===== src/rtl/flex_enable_gen_if.sv =====
// Channel bus of flex_enable_gen: per-channel strobes and clears in;
// pulses, status flags and the selected event count out.
interface flex_enable_gen_if #(
   parameter int unsigned NUM_CH = 4,
   parameter int unsigned CNT_W  = 8
);
   localparam int unsigned SEL_W = (NUM_CH > 1) ? $clog2(NUM_CH) : 1;

   logic [NUM_CH-1:0] slow_enable;
   logic [NUM_CH-1:0] ovr_clr;
   logic [SEL_W-1:0]  cnt_sel;
   logic [NUM_CH-1:0] fast_enable;
   logic [NUM_CH-1:0] busy;
   logic [NUM_CH-1:0] overrun;
   logic [CNT_W-1:0]  cnt_out;

   modport master (
      output slow_enable, ovr_clr, cnt_sel,
      input  fast_enable, busy, overrun, cnt_out
   );

   modport slave (
      input  slow_enable, ovr_clr, cnt_sel,
      output fast_enable, busy, overrun, cnt_out
   );
endinterface


===== src/rtl/flex_enable_gen.sv =====
// Per-channel edge-triggered fixed-width enable pulse generator with sticky overrun flags.
// Define FLEX_ENABLE_CNT_EN to add saturating per-channel accepted-trigger counters.
module flex_enable_gen #(
   parameter int unsigned NUM_CH    = 4,
   parameter int unsigned PULSE_LEN = 1,
   parameter int unsigned EDGE_MODE = 0,
   parameter int unsigned CNT_W     = 8
) (
   input  logic             clk,
   input  logic             n_rst,
   flex_enable_gen_if.slave bus
);
   localparam logic [3:0] PulseReload = 4'(PULSE_LEN - 1);

   typedef enum logic [1:0] {StArm, StIdle, StPulse} state_e;

`ifdef FLEX_ENABLE_CNT_EN
   localparam int unsigned SelW = (NUM_CH > 1) ? $clog2(NUM_CH) : 1;
   logic [CNT_W-1:0] w_evt [NUM_CH];
`endif

   for (genvar g = 0; g < NUM_CH; g++) begin : g_ch
      state_e     r_state, w_state;
      logic       r_prev;
      logic [3:0] r_cnt, w_cnt;
      logic       r_ovr, w_ovr_set;
      logic       w_rise, w_fall, w_trig;

      assign w_rise = bus.slow_enable[g] & ~r_prev;
      assign w_fall = ~bus.slow_enable[g] & r_prev;
      assign w_trig = (EDGE_MODE == 0) ? w_rise :
                      (EDGE_MODE == 1) ? w_fall : (w_rise | w_fall);

      always_comb begin
         w_state   = r_state;
         w_cnt     = r_cnt;
         w_ovr_set = 1'b0;
         unique case (r_state)
            StArm: w_state = StIdle;
            StIdle: begin
               if (w_trig) begin
                  w_state = StPulse;
                  w_cnt   = PulseReload;
               end
            end
            StPulse: begin
               // A trigger on the final pulse cycle starts a fresh pulse back-to-back.
               if (r_cnt == 4'd0) begin
                  if (w_trig) begin
                     w_cnt = PulseReload;
                  end else begin
                     w_state = StIdle;
                  end
               end else begin
                  w_cnt     = r_cnt - 4'd1;
                  w_ovr_set = w_trig;
               end
            end
            default: w_state = StArm;
         endcase
      end

      always_ff @(posedge clk) begin
         if (n_rst) begin
            r_state <= StArm;
            r_prev  <= 1'b0;
            r_cnt   <= 4'd0;
            r_ovr   <= 1'b0;
         end else begin
            r_state <= w_state;
            r_prev  <= bus.slow_enable[g];
            r_cnt   <= w_cnt;
            r_ovr   <= w_ovr_set | (r_ovr & ~bus.ovr_clr[g]);
         end
      end

      assign bus.fast_enable[g] = (r_state == StPulse);
      assign bus.busy[g]        = (r_state == StPulse);
      assign bus.overrun[g]     = r_ovr;

`ifdef FLEX_ENABLE_CNT_EN
      logic             w_accept;
      logic [CNT_W-1:0] r_evt;

      assign w_accept = w_trig & ((r_state == StIdle) |
                                  ((r_state == StPulse) & (r_cnt == 4'd0)));

      always_ff @(posedge clk) begin
         if (n_rst) begin
            r_evt <= '0;
         end else if (w_accept && (r_evt != '1)) begin
            r_evt <= r_evt + 1'b1;
         end
      end

      assign w_evt[g] = r_evt;
`endif
   end

`ifdef FLEX_ENABLE_CNT_EN
   // Out-of-range selects match no channel and fall through to zero.
   always_comb begin
      bus.cnt_out = '0;
      for (int unsigned i = 0; i < NUM_CH; i++) begin
         if (bus.cnt_sel == SelW'(i)) begin
            bus.cnt_out = w_evt[i];
         end
      end
   end
`else
   assign bus.cnt_out = '0;
`endif
endmodule


===== src/flat_wrapper.sv =====
// flat-port wrapper written by rule: the top's interface ports become plain ports
module flex_enable_gen_flat 
#(
   parameter int unsigned NUM_CH    = 4,
   parameter int unsigned PULSE_LEN = 1,
   parameter int unsigned EDGE_MODE = 0,
   parameter int unsigned CNT_W     = 8
)
  (clk, n_rst, bus_slow_enable, bus_ovr_clr, bus_cnt_sel, bus_fast_enable, bus_busy, bus_overrun, bus_cnt_out);
  flex_enable_gen_if #(.NUM_CH(NUM_CH), .CNT_W(CNT_W)) bus_i ();
  input  logic clk;
  input  logic n_rst;
  input wire logic [$bits(bus_i.slow_enable)-1:0] bus_slow_enable;
  input wire logic [$bits(bus_i.ovr_clr)-1:0] bus_ovr_clr;
  input wire logic [$bits(bus_i.cnt_sel)-1:0] bus_cnt_sel;
  output wire logic [$bits(bus_i.fast_enable)-1:0] bus_fast_enable;
  output wire logic [$bits(bus_i.busy)-1:0] bus_busy;
  output wire logic [$bits(bus_i.overrun)-1:0] bus_overrun;
  output wire logic [$bits(bus_i.cnt_out)-1:0] bus_cnt_out;
  assign bus_i.slow_enable = bus_slow_enable;
  assign bus_i.ovr_clr = bus_ovr_clr;
  assign bus_i.cnt_sel = bus_cnt_sel;
  assign bus_fast_enable = bus_i.fast_enable;
  assign bus_busy = bus_i.busy;
  assign bus_overrun = bus_i.overrun;
  assign bus_cnt_out = bus_i.cnt_out;
  flex_enable_gen #(.NUM_CH(NUM_CH), .PULSE_LEN(PULSE_LEN), .EDGE_MODE(EDGE_MODE), .CNT_W(CNT_W)) u_core (.clk(clk), .n_rst(n_rst), .bus(bus_i));
endmodule

===== config.mk =====
export PLATFORM = sky130hd
export DESIGN_NAME = flex_enable_gen_flat
export DESIGN_NICKNAME = d
export VERILOG_FILES = /design/src/rtl/flex_enable_gen_if.sv /design/src/rtl/flex_enable_gen.sv /design/src/flat_wrapper.sv
export SDC_FILE = /design/constraint.sdc
export NUM_CORES = 1
export LEC_CHECK = 0
export CAP_MARGIN = 20
export CORE_MARGIN = 1.5
export CORE_UTILIZATION = 40
export DETAILED_ROUTE_END_ITERATION = 12
export MAX_ROUTING_LAYER = met4
export PLACE_DENSITY_LB_ADDON = 0.12
export SLEW_MARGIN = 20
export SYNTH_ARGS = -nofsm -noshare
export SYNTH_HDL_FRONTEND = slang
export SYNTH_SLANG_ARGS = --single-unit

===== constraint.sdc =====
create_clock -name clk -period 1.8 [get_ports clk]
set_input_delay 0.18 -clock clk [delete_from_list [all_inputs] [get_ports clk]]
set_output_delay 0.18 -clock clk [all_outputs]
set_load 0.02 [all_outputs]

* Yosys cells after proc, flatten, opt, wreduce, memory -nomap -nowiden
Index checks and enable logic that the tools add are counted.
** Word-level totals
- Flip-flop bits (word level) :: 32
- Bits of input ports :: 12
- Output and inout bits :: 20
- Logic and storage cells :: 112
** Operators by class
- Add/subtract/negate cells :: 4
- Eq/ne operators :: 20
- Muxes and demuxes :: 36
- Bitwise logic cells :: 20
- Reductions and logical operators :: 16
** Operators with widths (number)
- two-way mux 4 bit :: 8
- one-hot mux 4 bit (2 select lines) :: 4
- two-way mux 2 bit :: 12
- one-hot mux 2 bit (3 select lines) :: 4
- zero test 4 bit :: 4
- != test 2 x 1 -> 1 bit, second input constant :: 8
- subtractor 4 x 1 -> 4 bit, second input constant :: 4
- AND reduction 3 bit :: 4
- AND 1 bit :: 8
- == test 2 x 1 -> 1 bit, second input constant :: 4
- == test 2 bit, second input constant :: 4
- zero test 2 bit :: 4
- two-way mux 1 bit :: 8
- != test 2 bit, second input constant :: 4
- inverter 1 bit :: 8
- nonzero test 2 bit :: 4
- OR 1 bit :: 4

* Depth between registers and ports, before layout
- Word-level depth :: 5
- Gate-level depth with buffers :: 7

* Least setup slack after synthesis
Ideal clock, no wire load.
- Kind :: register to register
- Start point :: register u_core.g_ch[3].r_state[0]
- End point :: register u_core.g_ch[3].r_cnt[3]
- Data arrival time :: 1705 ps
- Setup slack :: 21 ps
- Stages on the path, launching flop included :: 7
- Path buffers :: 1
- Period minus slack after synthesis :: 1779 ps
- Cells stage by stage :: dfxtp_1 inv_1 ha_1 clkbuf_1 nand3_1 or3_2 a31oi_1
** Between the ends
- Longest elaborated chain between the ends :: 2
- Elaborated cells on any way between the ends :: 4
- Classes of those cells :: eq/ne: 2; mux: 1; reduce/logical: 1
** Ends and longest elaborated chain
- from (decl) :: line flex_enable_gen.sv:23 : state_e r_state, w_state;
- from (signal assigned) :: line flex_enable_gen.sv:65 : r_state <= StArm;
- from (signal assigned) :: line flex_enable_gen.sv:70 : r_state <= w_state;
- == test 2 bit *
- via bus_busy[3] :: line flat_wrapper.sv:17 : output wire logic [$bits(bus_i.busy)-1:0] bus_busy;
- one-hot mux 4 bit (2 select lines) or nonzero test 2 bit (tied branches)
- to (signal assigned) :: line flex_enable_gen.sv:72 : r_cnt <= w_cnt;
- to (decl) :: line flex_enable_gen.sv:25 : logic [3:0] r_cnt, w_cnt;
The timed path passes the listed nets; every way through them passes the cells marked *.
A chain may end at the register's enable or synchronous reset.

* Final worst setup path
- Start point :: register u_core.g_ch[3].r_cnt[1]
- End point :: register u_core.g_ch[3].r_state[0]
** Between the ends
- Longest elaborated chain between the ends :: 3
** Ends and longest elaborated chain
- zero test 4 bit :: line flex_enable_gen.sv:48 : if (r_cnt == 4'd0) begin
- != test 2 x 1 -> 1 bit (no source line)
- AND reduction 3 bit (no source line)
Every way passes these cells.

==> impl_metrics.json <==
{
  "slowest_delay_ns": 0.52,
  "ys_seq_elements": 32,
  "synth_top_area_share": 0.3238,
  "coreArea_um2": 4755,
  "post-route-drc-count": 0,
  "leakagePower_nw": 1.030,
  "clk_pin_slew_ns": 0.07,
  "synth_mux_area_frac": 0.03858,
  "critical_path.max_fanout": 3,
  "final_cell_mix": "dfxtp_1 (30), inv_1 (24), buf_4 (21), ha_1 (20), o21ai_0 (17)",
  "die_w_um": 73.33,
  "worstSkewPairLatency_ns": 0.28,
  "fin_nets": 305,
  "skew_ns": 0.003281,
  "final-instance-count-excl-fill": 339,
  "synth_area_um2": 1978,
  "cts-htree-levels": 2,
  "synth_top_family_by_area": "compound AO/OA/AOI/OAI gates",
  "synth_compound_area_frac": 0.1891,
  "synthAdderAreaFrac": 0.1392,
  "ios": 32,
  "grt_pass1_wl_um": 6893,
  "synth-seq-area-share": 0.3238,
  "path_cells": "inv_2 > ha_4 > or3b_4 > and2_4 > or4_4 > a21oi_2",
  "grt_max_degree": 20,
  "yosys.area.top_type": "dfxtp_1",
  "fin_ws_ns": 0.01095,
  "power.density_nw_per_um2": 909.5,
  "antenna_left": 0,
  "cts-root-buf": "clkbuf_8",
  "crit_path_start_kind": "flop",
  "cts_buffers": 5,
  "synth.avg_cell_area_um2": 8.347,
  "synthFlopType": "dfxtp_1",
  "crit_path_end_kind": "flop",
  "placed_area_um2": 2298,
  "fin_tns_setup_ns": 0,
  "ir_drop_mv": 0.5588,
  "wl_per_cell_um": 11.38,
  "clkSinkCount": 32,
  "fin_area_um2": 2452,
  "drt_iter0_markers": 101,
  "critPathKind": "flop to flop",
  "cts_tree": "yes",
  "hold_viol": 0,
  "die_area_um2": 5377,
  "diodes": 0,
  "setup_viol": 0,
  "firstDrtPassIters": 4,
  "start_util": 0.4161,
  "crit_arrival_ns": 2.01,
  "ys_warn_count": 0,
  "final.min_clock_period_ns": 1.789,
  "overflow": 0,
  "dieHeight_um": 73.33,
  "layout_commonest_cell": "dfxtp_1",
  "max_freq_mhz": 559.0,
  "vias": 1656,
  "synth-edff-count": 0,
  "numPortBuffers": 21,
  "antenna_found_initial": 0,
  "postCtsHoldBufs": 0,
  "drv_slew": 0,
  "post_synth_and_or_nand_nor_area_fraction": 0.1860,
  "cp_data_required_time_ns": 2.02,
  "drive_above_1_share": 0.1801,
  "fin_crit_sh": 0.9939,
  "synthCells": 237,
  "rows": 25,
  "grtUsageTotal": 0.1689,
  "clockBufferDepth": 2,
  "syn2layout_area_growth_pct": 23.97,
  "hpwl_um": 2742,
  "dpl.cell_count": 329,
  "gp_congestion": 0.8653,
  "grt_pass1_vias": 1600,
  "ys_top_cells_by_area": "dfxtp_1 (32%), ha_1 (14%), buf_4 (6.1%)",
  "yosysUniqueCellTypes": 39,
  "cap_viol_max_count": 0,
  "vias_per_cell": 4.885,
  "ys_async_sr_fraction": 0,
  "routed_wl_um": 3859,
  "crit_slowest_cell": "or4_4",
  "dp_slack_ns": -0.09653,
  "rsz0062_at_grt": "true",
  "status": "finished clean",
  "hold_path_class": "flop to flop",
  "synth_xor_area_frac": 0
}
power breakdown:
part           switching [mW]  total (mW)  internal [mW]
logic                   0.410       0.735          0.325
registers              0.0473       0.812          0.765
clock network           0.273       0.683          0.411
area by class of cell:
| cell class | count | area [µm²] |
|---|---|---|
| clock inverters | 2 | 35.03 |
| well taps | 67 | 83.83 |
| fillers | 507 | 2302 |
| clock buffers | 6 | 72.57 |
| inverters | 26 | 97.59 |
| repair buffers | 42 | 357.8 |
| multi-input cells | 164 | 1162 |
| flip-flops and latches | 32 | 643.1 |
path summary, 6_finish.rpt:
check	depth (start not counted)	slack (ns)	startpoint	to
setup / recovery	6	0.01	u_core.g_ch[3].r_cnt[1]$_SDFFE_PP0P_	u_core.g_ch[3].r_state[0]$_SDFFE_PP0P_
hold / removal	2	0.48	u_core.g_ch[1].r_ovr$_SDFF_PP0_	u_core.g_ch[1].r_ovr$_SDFF_PP0_
setup reg to reg	6	0.01	u_core.g_ch[3].r_cnt[1]$_SDFFE_PP0P_	u_core.g_ch[3].r_state[0]$_SDFFE_PP0P_
hold reg to reg	2	0.48	u_core.g_ch[1].r_ovr$_SDFF_PP0_	u_core.g_ch[1].r_ovr$_SDFF_PP0_
logic make-up (layout without fill, tap and decap cells):
| logic type | count (synthesis) | count (layout) |
|---|---|---|
| other | 1 | 8 |
| adders and majority gates | 22 | 22 |
| DFF | 32 | 32 |
| and+or+nand+nor | 69 | 69 |
| buffers and inverters | 48 | 76 |
| AOI/OAI and AO/OA | 58 | 58 |
| muxes | 7 | 7 |
per-layer routing:
| metal | part of all wire | vias to the layer above | GRT usage |
|---|---|---|---|
| met5 | 0 | - | - |
| met4 | 0.0088 | 0 | 0.06790 |
| met3 | 0.032 | 4 | 0.04938 |
| met2 | 0.47 | 24 | 0.2707 |
| met1 | 0.49 | 764 | 0.1990 |
| li1 | - | 864 | - |
synth_stat cells, drive strengths merged (2+ instances only):
cell type	instances
a211o	2
a211oi	2
a21oi	16
a311oi	4
a31oi	3
a41oi	3
buf	16
clkbuf	6
dfxtp	32
ha	22
inv	26
mux2	5
mux2i	2
nand2	15
nand2b	7
nand3	3
nor2	13
nor2b	12
nor3	5
nor3b	2
o211ai	2
o21ai	17
o41ai	3
or3	4
or3b	2
or4	2
state kept, by name, summed over array words and instances (netlist names):
name                 count
u_core.g_ch.r_ovr        4
u_core.g_ch.r_prev       4
u_core.g_ch.r_cnt       16
u_core.g_ch.r_state      8
repair_timing:
item	4_1_cts	5_1_grt
endpoints found under the hold margin	0	0
gates resized for setup	10	11
pin swaps	1	3
setup buffers	1	1
endpoints found under the setup margin	9	7
critical path: cells and delay by family (launching register included):
family                   cells  cell delay, ns
flip-flops                   1            0.33
adder cells (fa/ha/maj)      1            0.13
AO/OA/AOI/OAI                1            0.14
buffers and inverters        1            0.07
AND/OR/NAND/NOR              3            1.07
stage by stage:
step / hold slack (ns) / power (mW) / utilization
detailed placement: 0.4694 / 1.567 / 0.4834
floorplan: 0.3082 / 1.344 / -
finish: 0.4842 / 2.231 / 0.5158
global route: 0.5070 / 2.403 / 0.5158
CTS: 0.4871 / 2.245 / 0.5063
global placement: 0.4644 / 1.570 / 0.4834
(Power assumes the default switching activity.)
